### config.mk
export PLATFORM = sky130hd
export DESIGN_NAME = mdu_seq
export DESIGN_NICKNAME = d
export VERILOG_FILES = /design/src/rtl/mdu_pkg.sv /design/src/rtl/mdu_addsub.sv /design/src/rtl/mdu_seq.sv
export SDC_FILE = /design/constraint.sdc
export NUM_CORES = 1
export LEC_CHECK = 0
export ABC_AREA = 1
export CORE_ASPECT_RATIO = 1.25
export CORE_MARGIN = 5
export CORE_UTILIZATION = 60
export DETAILED_ROUTE_END_ITERATION = 7
export PLACE_DENSITY = 0.76
export SKIP_LAST_GASP = 1
export SYNTH_ARGS = -nofsm -noshare
export SYNTH_HDL_FRONTEND = slang
export SYNTH_SLANG_ARGS = --single-unit
### constraint.sdc
create_clock -name CLK -period 8.4 [get_ports CLK]
set_clock_uncertainty 0.15 [all_clocks]
set_input_delay 1.68 -clock CLK [delete_from_list [all_inputs] [get_ports CLK]]
set_output_delay 1.68 -clock CLK [all_outputs]
set_load 0.005 [all_outputs]
### src/rtl/mdu_pkg.sv
// Shared encodings, FSM states and constants for the iterative RV32M multiply/divide unit.
package mdu_pkg;

   localparam int          ITER    = 32;
   localparam logic [31:0] DIV0_Q  = 32'hFFFF_FFFF;
   localparam logic [31:0] INT_MIN = 32'h8000_0000;

   typedef enum logic [2:0] {
      MDU_MUL    = 3'd0,
      MDU_MULH   = 3'd1,
      MDU_MULHSU = 3'd2,
      MDU_MULHU  = 3'd3,
      MDU_DIV    = 3'd4,
      MDU_DIVU   = 3'd5,
      MDU_REM    = 3'd6,
      MDU_REMU   = 3'd7
   } mdu_op_e;

   typedef enum logic [1:0] {
      S_IDLE = 2'd0,
      S_CALC = 2'd1,
      S_FIX  = 2'd2,
      S_DONE = 2'd3
   } mdu_state_e;

   // Magnitude of a value whose sign bit has already been qualified by its signedness.
   function automatic logic [31:0] mag32(input logic [31:0] v, input logic neg);
      logic signed [31:0] sv;
      sv = v;
      return neg ? 32'(-sv) : v;
   endfunction

endpackage

### src/rtl/mdu_addsub.sv
// Double-width adder/subtractor shared by multiply accumulate, divide trial subtract and FIX negation.
module mdu_addsub #(
   parameter int W = 64
) (
   input  logic [W-1:0] a_i,
   input  logic [W-1:0] b_i,
   input  logic         sub_i,
   output logic [W-1:0] sum_o,
   output logic         borrow_o
);

   logic [W:0] full;

   assign full     = {1'b0, a_i} + {1'b0, (sub_i ? ~b_i : b_i)} + {{W{1'b0}}, sub_i};
   assign sum_o    = full[W-1:0];
   // For subtraction a missing carry-out means a < b; for addition it is the plain carry.
   assign borrow_o = sub_i ? ~full[W] : full[W];

endmodule

### src/rtl/mdu_seq.sv
// Iterative RV32M multiply/divide unit: radix-2 shift-add multiply and restoring divide.
// Define MDU_EARLY_TERM_EN to let multiplies leave CALC once the remaining multiplier is zero.
module mdu_seq
   import mdu_pkg::*;
#(
   parameter int WIDTH = 32,
   parameter int CNT_W = 6
) (
   input  logic             CLK,
   input  logic             RESET,
   input  logic             START,
   input  logic [2:0]       OP,
   input  logic [WIDTH-1:0] RS1,
   input  logic [WIDTH-1:0] RS2,
   output logic             BUSY,
   output logic             DONE,
   output logic [WIDTH-1:0] RESULT
);

   localparam logic [CNT_W-1:0] LAST = CNT_W'(ITER - 1);

   mdu_state_e         state_q;
   mdu_op_e            op_q;
   logic               neg_q;
   logic [CNT_W-1:0]   cnt_q;
   logic [2*WIDTH-1:0] acc_q;
   logic [2*WIDTH-1:0] opa_q;
   logic [WIDTH-1:0]   opb_q;
   logic               busy_q;
   logic               done_q;
   logic [WIDTH-1:0]   result_q;

   mdu_op_e            op_in;
   logic               a_sgn, b_sgn, sa, sb, neg_d;
   logic               div0, ovf, in_is_rem;
   logic [WIDTH-1:0]   abs_a, abs_b;
   logic               mul_last, calc_last;
   logic [2*WIDTH-1:0] add_a, add_b, add_sum, fix_val, fixed;
   logic               add_sub, add_borrow;
   logic [WIDTH-1:0]   result_d;

   assign op_in     = mdu_op_e'(OP);
   assign a_sgn     = !(op_in inside {MDU_MULHU, MDU_DIVU, MDU_REMU});
   assign b_sgn     = op_in inside {MDU_MUL, MDU_MULH, MDU_DIV, MDU_REM};
   assign sa        = a_sgn & RS1[WIDTH-1];
   assign sb        = b_sgn & RS2[WIDTH-1];
   assign in_is_rem = OP[2] & OP[1];
   assign neg_d     = in_is_rem ? sa : (sa ^ sb);
   assign abs_a     = mag32(RS1, sa);
   assign abs_b     = mag32(RS2, sb);
   assign div0      = OP[2] && (RS2 == '0);
   assign ovf       = OP[2] && !OP[0] && (RS1 == INT_MIN) && (RS2 == '1);

`ifdef MDU_EARLY_TERM_EN
   assign mul_last  = (opb_q[WIDTH-1:1] == '0);
`else
   assign mul_last  = 1'b0;
`endif
   assign calc_last = (cnt_q == LAST) || (!op_q[2] && mul_last);

   always_comb begin
      fix_val = acc_q;
      if (op_q[2]) begin
         fix_val = op_q[1] ? {{WIDTH{1'b0}}, acc_q[WIDTH-1:0]} : {{WIDTH{1'b0}}, opa_q[WIDTH-1:0]};
      end
   end

   // The divide trial keeps the shifted-out remainder bit, so divisors above 2^31 still compare correctly.
   always_comb begin
      add_a   = acc_q;
      add_b   = opb_q[0] ? opa_q : '0;
      add_sub = 1'b0;
      if (state_q == S_CALC && op_q[2]) begin
         add_a   = {{(WIDTH-1){1'b0}}, acc_q[WIDTH-1:0], opa_q[WIDTH-1]};
         add_b   = {{WIDTH{1'b0}}, opb_q};
         add_sub = 1'b1;
      end else if (state_q == S_FIX) begin
         add_a   = '0;
         add_b   = fix_val;
         add_sub = 1'b1;
      end
   end

   mdu_addsub #(.W(2*WIDTH)) u_addsub (
      .a_i      (add_a),
      .b_i      (add_b),
      .sub_i    (add_sub),
      .sum_o    (add_sum),
      .borrow_o (add_borrow)
   );

   assign fixed = neg_q ? add_sum : fix_val;

   always_comb begin
      result_d = fixed[WIDTH-1:0];
      if (!op_q[2] && op_q != MDU_MUL) result_d = fixed[2*WIDTH-1:WIDTH];
   end

   always_ff @(posedge CLK) begin
      if (RESET) begin
         state_q  <= S_IDLE;
         busy_q   <= 1'b0;
         done_q   <= 1'b0;
         result_q <= '0;
         cnt_q    <= '0;
      end else begin
         done_q <= 1'b0;
         case (state_q)
            S_IDLE, S_DONE: begin
               if (START) begin
                  op_q  <= op_in;
                  neg_q <= neg_d;
                  cnt_q <= '0;
                  acc_q <= '0;
                  opa_q <= {{WIDTH{1'b0}}, abs_a};
                  opb_q <= abs_b;
                  if (div0) begin
                     state_q  <= S_DONE;
                     done_q   <= 1'b1;
                     result_q <= in_is_rem ? RS1 : DIV0_Q;
                  end else if (ovf) begin
                     state_q  <= S_DONE;
                     done_q   <= 1'b1;
                     result_q <= in_is_rem ? '0 : INT_MIN;
                  end else begin
                     state_q <= S_CALC;
                     busy_q  <= 1'b1;
                  end
               end else begin
                  state_q <= S_IDLE;
               end
            end
            S_CALC: begin
               cnt_q <= cnt_q + 1'b1;
               if (op_q[2]) begin
                  acc_q <= add_borrow ? {{WIDTH{1'b0}}, acc_q[WIDTH-2:0], opa_q[WIDTH-1]}
                                      : {{WIDTH{1'b0}}, add_sum[WIDTH-1:0]};
                  opa_q <= {opa_q[2*WIDTH-1:WIDTH], opa_q[WIDTH-2:0], ~add_borrow};
               end else begin
                  acc_q <= add_sum;
                  opa_q <= opa_q << 1;
                  opb_q <= opb_q >> 1;
               end
               if (calc_last) state_q <= S_FIX;
            end
            S_FIX: begin
               result_q <= result_d;
               done_q   <= 1'b1;
               busy_q   <= 1'b0;
               state_q  <= S_DONE;
            end
            default: state_q <= S_IDLE;
         endcase
      end
   end

   assign BUSY   = busy_q;
   assign DONE   = done_q;
   assign RESULT = result_q;

endmodule

==> insert_results.sql <==
INSERT INTO impl_metrics (metric_group, metric, value, unit) VALUES
('synth', 'synth_nets', '2911', ''),
('sta', 'hold_slack', '0.347', 'ns'),
('critical_path', 'cp-end-kind', 'register', ''),
('placement', 'placement.io_buffers', '103', ''),
('routing', 'drc', '0', ''),
('status', 'status', 'completed', ''),
('hold_path', 'worst_hold_startpoint', 'BUSY', ''),
('synth', 'count_of_flip_flops_with_a_built_in_enable_after_synthesis', '164', ''),
('routing', 'detailedRoute.firstPassIterationCount', '7', ''),
('routing', 'wire_per_inst', '22.9', 'microns'),
('synth', 'netlist.area_leader.share', '27.0', '%'),
('cells_and_area', 'insertedDiodeCount', '0', ''),
('clock_network', 'cts-buffers-inserted', '23', ''),
('clock_network', 'number_of_setup_buffers_added_after_cts', '0', ''),
('sta', 'rsz0062_at_grt', 'false', ''),
('clock_network', 'clk_transition_reported_paths', '0.07', 'ns'),
('cells_and_area', 'final_design_area_no_fill', '20300', 'sq um'),
('synth', 'synthesis.yosys.warnings', '0', ''),
('global_route', 'grt_first_pass_wirelength', '110', 'mm'),
('critical_path', 'cp.required', '8.66', 'ns'),
('die', 'initial_core_util', '60.6', '%'),
('placement', 'post_dp_cell_area', '19500', 'sq um'),
('synth', 'post_synth.cell_area_avg', '6.59', 'sq um'),
('synth', 'yosys.cell_types.count', '61', ''),
('cells_and_area', 'fillers', '2674', ''),
('cells_and_area', 'area.growth.synth_to_final', '10.9', '%'),
('sta', 'finalSetupViolCount', '0', ''),
('synth', 'synth-async-reset-ratio', '0', '%'),
('synth', 'synth_top_flop_cell', 'edfxtp_1', ''),
('sta', 'maxSlewHeadroom', '27.5', '%'),
('routing', 'antenna_left', '0', ''),
('die', 'ioPinCount', '104', ''),
('sta', 'drv_slew', '0', ''),
('global_route', 'use_met2', '69.1', '%'),
('global_route', 'grt_use_met3', '5.94', '%'),
('clock_network', 'cts_num_sinks', '206', ''),
('global_route', 'gr-usage-met1', '46.3', '%'),
('routing', 'drt_iter0_markers', '2888', ''),
('synth', 'post-synth-top-count-cell', 'nand2_1', ''),
('die', 'core_region_area', '30100', 'sq um'),
('clock_network', 'postCtsResizedCells', '0', ''),
('critical_path', 'crit_path_start_kind', 'register', ''),
('die', 'die_height', '205', 'microns'),
('clock_network', 'clk_root_buffer_cell', 'clkbuf_16', ''),
('synth', 'synth.yosys.seq_area_share', '31.6', '%'),
('clock_network', 'clock_path_buffers', '3', ''),
('clock_network', 'holdBufCountCts', '0', ''),
('synth', 'synth_top_cells_by_area', 'edfxtp_1 27%, nand2_1 12%, nor2_1 7.5%', ''),
('hold_path', 'timing.hold.worst.class', 'reg -> reg', ''),
('sta', 'worst-slew-pin-transition', '1.08', 'ns'),
('critical_path', 'critPathLaunch', 'op_q[2]', ''),
('die', 'die_area', '34000', 'sq um'),
('placement', 'detailed_place_hpwl', '55.8', 'mm'),
('routing', 'vias_per_cell', '6.41', ''),
('global_route', 'grt_most_used_layer', 'met2', ''),
('critical_path', 'worstReg2RegStart', 'op_q[2]', ''),
('cells_and_area', 'final_layout_size_suffix_gt1_share', '5.11', '%'),
('critical_path', 'cp_data_arrival_time', '6.23', 'ns'),
('sta', 'final.min_clock_period', '5.97', 'ns'),
('sta', 'top_achievable_clock_speed', '0.168', 'GHz'),
('critical_path', 'critical_setup_path_kind', 'reg -> reg', ''),
('global_route', 'via_count_of_the_first_global_routing_pass', '19600', ''),
('sta', 'totalNegativeSetupSlack', '0', 'ns'),
('global_route', 'track_usage', '41.3', '%'),
('routing', 'routed_wl', '73.7', 'mm'),
('synth', 'post_synth_instance_area', '18300', 'sq um'),
('job', 'drv_cap', '0', ''),
('global_route', 'grt_antenna_before_repair', '0', ''),
('die', 'row_count', '71', ''),
('synth', 'synthCells', '2770', ''),
('critical_path', 'critPathMaxFanout', '63', ''),
('die', 'die_width', '166', 'microns'),
('placement', 'place_congestion', '1.08', ''),
('clock_network', 'tritoncts', 'yes', ''),
('sta', 'report.final.hold_viol_count', '0', ''),
('synth', 'ys_top_cells_by_count', '590 x nand2_1, 364 x nor2_1, 344 x inv_1, 273 x o21ai_0, 268 x a21oi_1', ''),
('synth', 'flip_flop_and_latch_count_after_synthesis', '206', ''),
('global_route', 'grt_overflow_total', '0', ''),
('cells_and_area', 'layout.nets', '2942', ''),
('sta', 'timing.final.crit_share', '71.1', '%'),
('clock_network', 'clkLatencyLatePin', '0.57', 'ns'),
('routing', 'routed-via-count', '20600', ''),
('global_route', 'maximum_number_of_pins_on_one_net_before_global_route_repair', '87', ''),
('clock_network', 'cts_htree_levels', '1', ''),
('synth', 'yosys.area.top_type', 'edfxtp_1', '');
through the flow:
step | utilization, % | setup WS [ns] | std cells
floorplan | - | 1.30 | 2770
global placement | 64.7 | 2.78 | 3177
detailed placement | 64.7 | 2.72 | 3177
CTS | 67.2 | 2.63 | 3219
global route | 67.2 | 2.12 | 3219
finish | 67.2 | 2.43 | 3219
flip-flops by register name, summed over array words and instances (netlist names):
| register | cells |
|---|---|
| opa_q | 64 |
| opb_q | 32 |
| BUSY | 1 |
| cnt_q | 6 |
| op_q | 3 |
| DONE | 1 |
| state_q | 2 |
| RESULT | 32 |
| neg_q | 1 |
| acc_q | 64 |
path summary, 6_finish.rpt:
path	cells past startpoint	slack, ns	end
max	21	2.43	acc_q[16]
min	2	0.35	BUSY
max reg2reg	21	2.43	acc_q[16]
min reg2reg	2	0.35	BUSY
metal layers:
layer	vias up	wire [microns]
met5	-	0
met4	0	8040
met3	390	7000
met2	1477	33600
met1	9365	25100
li1	9387	-
cell usage in the layout, fill, tap and decap left out, drive strengths merged, types with 32 or more instances in the layout:
cell type and instances:
nand2 614, nor2 372, inv 357, o21ai 296
a21oi 272, nand3 170, edfxtp 164, clkdlybuf4s50 103
ha 70, dfxtp 42, o22ai 41, nor3 37
xor2 33, o31ai 32, clkbuf 32
worst max-delay path, cell delays in order, from the launching register on:
cell and delay [ns]:
edfxtp_1 0.74, nand2_2 0.77, o21ai_0 0.53, nor2_1 0.09, a2111oi_0 0.37, nor2_1 0.11
ha_1 0.38, nand2_1 0.11, inv_1 0.08, nand3_1 0.08, o21ai_2 0.23, nand4_1 0.11
nand2_1 0.17, nand2_1 0.09, nand2_2 0.12, nand3_1 0.11, nand2_2 0.20, xor2_4 0.28
nand2_4 0.34, inv_4 0.39, o21ai_0 0.13, a21oi_1 0.18
cell families (layout without fill, tap and decap cells):
family | count (synthesis) | after routing | share of synthesized area, %
adder cells (fa/ha/maj) | 71 | 71 | 4.91
AO/OA/AOI/OAI | 724 | 724 | 22.0
XOR/XNOR | 49 | 49 | 2.45
AND/OR/NAND/NOR | 1247 | 1247 | 28.9
buffers and inverters | 473 | 521 | 10.2
flip-flops | 206 | 206 | 31.6
layout make-up:
| type | count | area (sq um) | share of cell area, % |
|---|---|---|---|
| clock inverter | 10 | 104 | 0.513 |
| clock buffer | 32 | 676 | 3.34 |
| tap | 401 | 502 | 2.48 |
| sequential | 206 | 5770 | 28.5 |
| inverter | 354 | 1330 | 6.57 |
| multi-input combinational | 2091 | 10700 | 52.7 |
| timing repair buffer | 125 | 1200 | 5.91 |
Power is left out: the tool's default activity adds up to more than one toggle a clock period on the data nets, which glitch-free logic cannot reach.
